===== src/rtl/vsub_fp16_seq_if.sv =====
// Operand/result bundle between the ALU sequencer and the sequential FP16 vector subtract unit.
// The sequencer is the master and the subtract unit is the slave.
interface vsub_fp16_seq_if #(
    parameter int W = 256
);
    logic         start;
    logic [W-1:0] op_a;
    logic [W-1:0] op_b;
    logic         busy;
    logic         done;
    logic [W-1:0] diff;

    modport master (output start, op_a, op_b, input busy, done, diff);
    modport slave  (input start, op_a, op_b, output busy, done, diff);
endinterface


===== src/rtl/vsub_fp16_seq.sv =====
// Sequential FP16 vector subtract: one lane per cycle through a shared datapath.
// Define VSUB_ROUND_NEAREST_EN for round-to-nearest-even; the default build truncates.
module vsub_fp16_seq #(
    parameter int LANES    = 16,
    parameter int LANE_W   = 16,
    parameter int EXP_BIAS = 15
) (
    input  logic            clk,
    input  logic            rst_n,
    vsub_fp16_seq_if.slave  bus
);
    localparam int LANE_AW = $clog2(LANES);
    localparam logic [LANE_AW-1:0] LAST_LANE = LANE_AW'(LANES - 1);
    localparam logic signed [6:0] EXP_MAX = 7'(2 * EXP_BIAS + 1);

    localparam logic [1:0] S_IDLE = 2'd0;
    localparam logic [1:0] S_RUN  = 2'd1;
    localparam logic [1:0] S_DONE = 2'd2;

    logic [1:0]              state_q, state_d;
    logic [LANE_AW-1:0]      lane_q, lane_d;
    logic [LANES*LANE_W-1:0] a_q, a_d;
    logic [LANES*LANE_W-1:0] b_q, b_d;
    logic [LANES*LANE_W-1:0] diff_q, diff_d;
    logic [LANE_W-1:0]       lane_res;

    // a - b on one lane: b's sign is flipped and a signed-magnitude add follows.
    function automatic logic [15:0] sub_lane(input logic [15:0] a, input logic [15:0] b);
        logic               sa, sb, s_big, s_sml;
        logic [4:0]         ea, eb, e_big, e_sml, ediff;
        logic [13:0]        ma, mb, m_big, m_sml, m_shf, norm;
        logic [14:0]        sum;
        logic [9:0]         mant;
        logic signed [6:0]  e_res;
`ifdef VSUB_ROUND_NEAREST_EN
        logic [10:0]        m_rnd;
`endif
        sa    = a[15];
        sb    = ~b[15];
        ea    = a[14:10];
        eb    = b[14:10];
        ma    = (ea == 5'd0) ? 14'd0 : {1'b1, a[9:0], 3'b000};
        mb    = (eb == 5'd0) ? 14'd0 : {1'b1, b[9:0], 3'b000};
        s_big = sa;  s_sml = sb;
        e_big = ea;  e_sml = eb;
        m_big = ma;  m_sml = mb;
        m_shf = 14'd0;
        norm  = 14'd0;
        if (ea == 5'h1F || eb == 5'h1F)
            return 16'h7E00;
        if ({eb, mb} > {ea, ma}) begin
            s_big = sb;  s_sml = sa;
            e_big = eb;  e_sml = ea;
            m_big = mb;  m_sml = ma;
        end
        ediff = e_big - e_sml;
        // Bits shifted past the sticky position collapse into sticky.
        if (ediff >= 5'd14) begin
            m_shf = {13'd0, |m_sml};
        end else begin
            m_shf    = m_sml >> ediff;
            m_shf[0] = m_shf[0] | (|(m_sml & ((14'h1 << ediff) - 14'h1)));
        end
        if (s_big == s_sml)
            sum = {1'b0, m_big} + {1'b0, m_shf};
        else
            sum = {1'b0, m_big} - {1'b0, m_shf};
        if (sum == 15'd0)
            return 16'h0000;
        e_res = signed'({2'b00, e_big});
        if (sum[14]) begin
            norm    = sum[14:1];
            norm[0] = norm[0] | sum[0];
            e_res   = e_res + 7'sd1;
        end else begin
            norm = sum[13:0];
            for (int i = 0; i < 13; i++) begin
                if (!norm[13]) begin
                    norm  = norm << 1;
                    e_res = e_res - 7'sd1;
                end
            end
        end
        mant = norm[12:3];
`ifdef VSUB_ROUND_NEAREST_EN
        m_rnd = {1'b0, mant};
        if (norm[2] && (norm[1] || norm[0] || norm[3]))
            m_rnd = m_rnd + 11'd1;
        if (m_rnd[10])
            e_res = e_res + 7'sd1;
        mant = m_rnd[9:0];
`endif
        if (e_res >= EXP_MAX)
            return {s_big, 5'h1F, 10'h000};
        if (e_res <= 7'sd0)
            return {s_big, 15'h0000};
        return {s_big, e_res[4:0], mant};
    endfunction

    always_comb begin
        lane_res = sub_lane(a_q[LANE_W*lane_q +: LANE_W], b_q[LANE_W*lane_q +: LANE_W]);
    end

    always_comb begin
        state_d = state_q;
        lane_d  = lane_q;
        a_d     = a_q;
        b_d     = b_q;
        diff_d  = diff_q;
        case (state_q)
            S_IDLE: begin
                if (bus.start) begin
                    a_d     = bus.op_a;
                    b_d     = bus.op_b;
                    lane_d  = '0;
                    state_d = S_RUN;
                end
            end
            S_RUN: begin
                diff_d[LANE_W*lane_q +: LANE_W] = lane_res;
                if (lane_q == LAST_LANE) begin
                    lane_d  = '0;
                    state_d = S_DONE;
                end else begin
                    lane_d = lane_q + 1'b1;
                end
            end
            S_DONE:  state_d = S_IDLE;
            default: state_d = S_IDLE;
        endcase
    end

    always_ff @(posedge clk or negedge rst_n) begin
        if (!rst_n) begin
            state_q <= S_IDLE;
            lane_q  <= '0;
            a_q     <= '0;
            b_q     <= '0;
            diff_q  <= '0;
        end else begin
            state_q <= state_d;
            lane_q  <= lane_d;
            a_q     <= a_d;
            b_q     <= b_d;
            diff_q  <= diff_d;
        end
    end

    assign bus.busy = (state_q == S_RUN) || (state_q == S_DONE);
    assign bus.done = (state_q == S_DONE);
    assign bus.diff = diff_q;
endmodule


===== src/flat_wrapper.sv =====
// flat-port wrapper written by rule: the top's interface ports become plain ports
module vsub_fp16_seq_flat 
#(
    parameter int LANES    = 16,
    parameter int LANE_W   = 16,
    parameter int EXP_BIAS = 15
)
  (clk, rst_n, bus_start, bus_op_a, bus_op_b, bus_busy, bus_done, bus_diff);
  vsub_fp16_seq_if #(.W(256)) bus_i ();
  input  logic clk;
  input  logic rst_n;
  input wire logic [$bits(bus_i.start)-1:0] bus_start;
  input wire logic [$bits(bus_i.op_a)-1:0] bus_op_a;
  input wire logic [$bits(bus_i.op_b)-1:0] bus_op_b;
  output wire logic [$bits(bus_i.busy)-1:0] bus_busy;
  output wire logic [$bits(bus_i.done)-1:0] bus_done;
  output wire logic [$bits(bus_i.diff)-1:0] bus_diff;
  assign bus_i.start = bus_start;
  assign bus_i.op_a = bus_op_a;
  assign bus_i.op_b = bus_op_b;
  assign bus_busy = bus_i.busy;
  assign bus_done = bus_i.done;
  assign bus_diff = bus_i.diff;
  vsub_fp16_seq #(.LANES(LANES), .LANE_W(LANE_W), .EXP_BIAS(EXP_BIAS)) u_core (.clk(clk), .rst_n(rst_n), .bus(bus_i));
endmodule

===== config.mk =====
export PLATFORM = sky130hd
export DESIGN_NAME = vsub_fp16_seq_flat
export DESIGN_NICKNAME = d
export VERILOG_FILES = /design/src/rtl/vsub_fp16_seq_if.sv /design/src/rtl/vsub_fp16_seq.sv /design/src/flat_wrapper.sv
export SDC_FILE = /design/constraint.sdc
export NUM_CORES = 1
export LEC_CHECK = 0
export BUFFER_PORTS_ARGS = -buffer_cell sky130_fd_sc_hd__clkbuf_2
export CORE_AREA = 3 3 336 404
export DETAILED_ROUTE_END_ITERATION = 10
export DIE_AREA = 0 0 339 407
export PLACE_DENSITY_LB_ADDON = 0.2
export REMOVE_ABC_BUFFERS = 1
export SETUP_SLACK_MARGIN = 0.4
export SYNTH_ARGS = -nofsm -noshare
export SYNTH_HDL_FRONTEND = slang
export SYNTH_SLANG_ARGS = --single-unit

===== constraint.sdc =====
create_clock -name clk -period 13.9 [get_ports clk]
set_input_delay 0 -clock clk [delete_from_list [all_inputs] [get_ports clk]]
set_output_delay 0 -clock clk [all_outputs]
set_load 0.02 [all_outputs]

* Word level (Yosys, flattened, before mapping) *
Index checks and enable logic that the tools add are counted.

storage, ports and cells
  output and inout port bits = 258
  register bits after elaboration = 774

operators by class
  bitwise logic cells = 4
  eq/ne operators = 8
  shift operators = 6
  reduce and logical (&&, ||, !) cells = 12
  magnitude comparators = 4
  add/sub/neg operators = 20
  muxes and demuxes = 145

operator list
  operator                     count
  $mux W14                     56
  $shiftx A256 B9 Y16          2
  $mux W7                      52
  $bwmux W256                  1
  $shift A16 B34 Y256 const A  1
  $shiftx A16 B34 Y256         1
  $mux W16                     8
  $sub A7 B2 Y7 const B        12
  $neg A8 Y34                  1
  $mux W15                     2
  $reduce_or A14 Y1            2
  $mux W13                     2
  $mux W5                      4
  $gt A19 B19 Y1               1
  $add A14 B14 Y15             1
  $logic_not A15 Y1            1
  $sub A14 B14 Y15             1
  $and A14 B14 Y14             1
  $mux W1                      14
  $shl A1 B5 Y14 const A       1
  $shr A14 B5 Y14              1
  $sub A14 B1 Y14 const B      1
  $eq A5 B5 Y1 const B         2
  $logic_not A5 Y1             2
  other kinds (23)             29

* Depth between registers and ports, before layout *
  word-level depth = 95
  mapped depth = 75
  gate-level depth less buffers = 63

* Worst setup path before layout *
OpenSTA, ideal clock, no wires.

  path kind = reg2reg
  from = register u_core.lane_q[0]
  to = register u_core.diff_q[123], in the netlist u_core.bus.diff[123]
  setup time = 0.125 ns
  arrival = 15.196 ns
  cell stages (with the launch flop) = 68
  required time = 13.775 ns
  period minus slack after synthesis = 15.320 ns
  path slack = -1.420 ns
  cells stage by stage = dfrtp_1 -> buf_2 -> mux4_2 -> mux4_2 -> or2_0 -> clkbuf_1 -> nor3_1 -> clkbuf_1 -> inv_1 -> ha_1 -> nand4_1 -> nor3_1 -> a21boi_0 -> and4b_1 -> clkbuf_1 -> nor3_4 -> a21oi_1 -> ha_1 -> [32 not listed] -> nor2_1 -> ha_1 -> o31ai_1 -> a21oi_1 -> nor2_1 -> a21oi_1 -> xnor2_1 -> a21oi_1 -> xor2_1 -> mux2_2 -> o21a_1 -> or3_1 -> a211oi_2 -> xnor3_1 -> o32ai_1 -> o21ai_1 -> clkbuf_1 -> mux2_2

on the way
  word-level cells in the longest chain between the ends = 92

RTL lines
  what                                 RTL line                                  text
  start, declared                      vsub_fp16_seq.sv:21                       logic [LANE_AW-1:0] lane_q, lane_d;
  start signal, assigned               vsub_fp16_seq.sv:142                      lane_q <= lane_d;
  $shiftx A256 B9 Y16                  vsub_fp16_seq.sv:101                      lane_res = sub_lane(a_q[LANE_W*lane_q +: LANE_W], b_q[LANE_W*lane_q +: LANE_W]);
  $logic_not A5 Y1 (on tied branches)  vsub_fp16_seq.sv:43, vsub_fp16_seq.sv:42
  $mux W14 (on tied branches)          vsub_fp16_seq.sv:43, vsub_fp16_seq.sv:42
  $gt A19 B19 Y1                       vsub_fp16_seq.sv:51                       if ({eb, mb} > {ea, ma}) begin
  $mux W5 (2 in a row)                 vsub_fp16_seq.sv:51
  $sub A5 B5 Y5                        vsub_fp16_seq.sv:56                       ediff = e_big - e_sml;
  $shl A1 B5 Y14                       vsub_fp16_seq.sv:62                       m_shf[0] = m_shf[0] | (|(m_sml & ((14'h1 << ediff) - 14'h1)));
  $sub A14 B1 Y14                      vsub_fp16_seq.sv:62
  [75 not listed]                      n/a
  $mux W1                              vsub_fp16_seq.sv:70                       e_res = signed'({2'b00, e_big});
  $mux W1                              vsub_fp16_seq.sv:51
  $mux W16                             vsub_fp16_seq.sv:97                       return {s_big, e_res[4:0], mant};
  $mux W16                             vsub_fp16_seq.sv:95                       if (e_res <= 7'sd0)
  $mux W16                             vsub_fp16_seq.sv:70
  $mux W16                             vsub_fp16_seq.sv:51
  $shiftx A16 B34 Y256                 vsub_fp16_seq.sv:120                      diff_d[LANE_W*lane_q +: LANE_W] = lane_res;
  $bwmux W256 (*)                      vsub_fp16_seq.sv:120
  end signal, assigned                 vsub_fp16_seq.sv:145                      diff_q <= diff_d;
  end, declared                        vsub_fp16_seq.sv:24                       logic [LANES*LANE_W-1:0] diff_q, diff_d;

Mark *: on every way between the ends. The rest lies on a longest branch, timed or not. The select of a mux whose other input is x is not followed.
A chain may end at the register's enable or synchronous reset.

* Worst setup path after layout *
  from = register u_core.lane_q[0]
  to = register u_core.diff_q[121], in the netlist u_core.bus.diff[121]

Same word-level chain as after synthesis.

==> flow_summary.json <==
{
  "tns_ns": 0,
  "rr_endpoint": "u_core.bus.diff[121]",
  "async_reset_ff_share_pct": 100,
  "maxCapViolCount": 0,
  "totalWireLength_um": 148000,
  "post-route-util_pct": 44.5,
  "start_util_pct": 30.0,
  "worst_ep_arrival_time_ns": 14.52,
  "die_w_um": 339,
  "path_clk_slew_ns": 0.07,
  "area_delta_synth_final_pct": 48.5,
  "wl_met3_um": 6770,
  "clock_latency_ns": 0.70,
  "drc": 0,
  "holdWs_ns": 0.0580,
  "drtAntennaViolNets": 0,
  "seq_area_sq_mm": 0.0194,
  "grt_max_degree": 181,
  "row_count": 146,
  "cts_root_buffer": "clkbuf_16",
  "path_class": "reg2reg",
  "netlist_instances": 3361,
  "final-setup-viol-count": 0,
  "synth_top_area_cell": "dfrtp_1",
  "cp_common_cell": "buf_12",
  "cp_slowest_cell": "or4_4",
  "die_h_um": 407,
  "io_buffers": 772,
  "startpoint_type": "flop",
  "cp_max_fo": 8,
  "htree_levels": 3,
  "wl_met1_um": 59700,
  "endpoint": "u_core.bus.diff[121]",
  "numCtsBuffers": 86,
  "clock_skew_ns": 0.0767,
  "multi_input_comb_area_sq_mm": 0.0204,
  "grt_pass1_vias": 35900,
  "final-hold-violation-count": 0,
  "synthTopCellsByArea": "dfrtp_1, mux2_2, mux4_2",
  "dp_hpwl_um": 109000,
  "synth_top_area_share_pct": 48.9,
  "fin_crit_sh_pct": 100,
  "slew_violations": 0,
  "r2r-start": "u_core.lane_q[0]",
  "ys_seq_area_share_pct": 48.9,
  "syn-cell-area_sq_mm": 0.0396,
  "n_fill_cell": 12400,
  "synth_cell_type_count": 105,
  "ioPinCount": 773,
  "reg2regPathDepth": 70,
  "clock-sinks": 774,
  "period_minus_slack_ns": 13.90,
  "fmax_mhz": 72.0,
  "core_area_sq_mm": 0.132,
  "crit_path_start": "u_core.lane_q[0]",
  "slowest_delay_ns": 0.57,
  "syn_avg_cell_area_sq_um": 11.8,
  "drive_above_1_share_pct": 46.1,
  "avgViaCountPerCell": 4.91,
  "slew_headroom_pct": 20.0,
  "ys_ff_latch": 774,
  "wl_per_cell_um": 21.5,
  "grt_util_all_layers_pct": 20.9,
  "cts_tree": "yes",
  "drt_iter0_markers": 2024,
  "top_layer": "met5",
  "antenna_found_initial": 28,
  "worst_pin_slew_ns": 1.20,
  "die_area_sq_mm": 0.138,
  "cts_buffer_depth": 3,
  "grt_pass1_wl_um": 223000,
  "fin_area_sq_mm": 0.0587,
  "vias": 33800,
  "ff2ff_setup_slack_ns": 0.002,
  "cp.required_ns": 14.52,
  "first_pass_iters": 5,
  "status": "finished clean",
  "synth_edf_count": 0,
  "yosysWarnings": 0,
  "gp_congestion": 0.878,
  "rsz0062_at_grt": "yes",
  "route.met2.wl_um": 76700,
  "fin_nets": 5574,
  "end_kind": "flop",
  "hold_class": "in2reg",
  "place_area_sq_mm": 0.0483,
  "overflow": 0,
  "synth_ff_type": "dfrtp_1"
}
-- registers in the layout, indices dropped and copies added (netlist names) --
name,flops
u_core.lane_q,4
u_core.a_q,256
u_core.b_q,256
u_core.bus.diff,256
u_core.state_q,2
-- routing by layer --
metal / vias to the layer above / global-route usage [%]
met5: - / 0
met4: 8 / 6.79
met3: 236 / 3.74
met2: 953 / 38.0
met1: 16900 / 24.8
li1: 15700 / -
-- through the flow --
stage                     setup WS, ns  cells
after floorplan                  -7.12   3144
after global placement          -0.689   6119
after detailed placement        -0.830   6119
after CTS                        0.195   6837
after global routing            -0.700   6880
final                          0.00197   6884
-- cells by family after synthesis --
group | Yosys count | synth area share [%]
xor+xnor | 70 | 1.88
fa+ha+maj | 46 | 1.47
flops | 774 | 48.9
mux | 744 | 25.1
buf+inv | 263 | 2.80
compound gates | 604 | 9.83
simple gates | 860 | 9.95
-- critical path: cells and delay by family (launching register included) --
family / cells / cell delay [ns]
mux: 5 / 2.02
simple gates: 25 / 3.90
flops: 1 / 0.56
xor+xnor: 4 / 0.86
fa+ha+maj: 8 / 2.02
buf+inv: 11 / 1.53
compound gates: 17 / 2.91
-- timing repair --
action,4_1_cts,5_1_grt
setup buffers,34,16
endpoints found under the setup margin,240,240
pin swaps,77,68
hold buffers,520,0
resized for setup,205,136
cloned,7,5
endpoints found under the hold margin,621,0
-- worst min path at each step --
stage | from | slack (ns) | cells after the start | end
2_1_floorplan | rst_n | -0.30 | 0 | u_core.a_q[0]
3_3_place_gp | rst_n | 0.11 | 1 | u_core.a_q[100]
3_5_place_dp | rst_n | 0.11 | 1 | u_core.a_q[100]
4_1_cts | bus_op_b[117] | 0.0008 | 3 | u_core.b_q[117]
5_1_grt | bus_op_b[5] | 0.03 | 3 | u_core.b_q[5]
6_report | bus_op_b[5] | 0.06 | 3 | u_core.b_q[5]
-- cell usage after synthesis (21+ instances only) --
master / number
a211oi_1: 21
nand3_1: 95
o21ai_1: 85
and3_1: 22
ha_1: 45
mux4_2: 144
clkbuf_1: 165
nand2_1: 343
inv_1: 42
nand4_1: 21
a21oi_1: 129
o21ai_0: 126
o31ai_1: 33
buf_2: 32
xnor2_1: 41
mux2_2: 554
dfrtp_1: 774
nor2_1: 217
nor3_1: 42
mux2i_1: 46
a31oi_1: 33
-- cell type report --
type | count | share of cell area (%)
Clock inverter | 34 | 0.907
Clock buffer | 123 | 4.28
Timing Repair Buffer | 1780 | 23.0
Tap cell | 1776 | 3.78
Antenna cell | 26 | 0.111
Inverter | 46 | 0.294
Multi-Input combinational cell | 2325 | 34.7
Sequential cell | 774 | 33.0
-- cell usage in the layout, fill, tap and decap left out, types with 35 or more instances in the layout --
master / count
nand2_1: 338
o21ai_1: 107
ha_1: 37
nand3_1: 84
buf_4: 410
a21oi_1: 94
clkbuf_16: 90
mux2_2: 522
mux4_2: 144
inv_1: 42
dlygate4sd3_1: 519
nor2_1: 207
mux2i_1: 43
clkbuf_2: 771
o21ai_0: 81
nor3_1: 35
dfrtp_1: 770
Power is left out: the tool's default activity adds up to more than one toggle a clock period on the data nets, which glitch-free logic cannot reach.
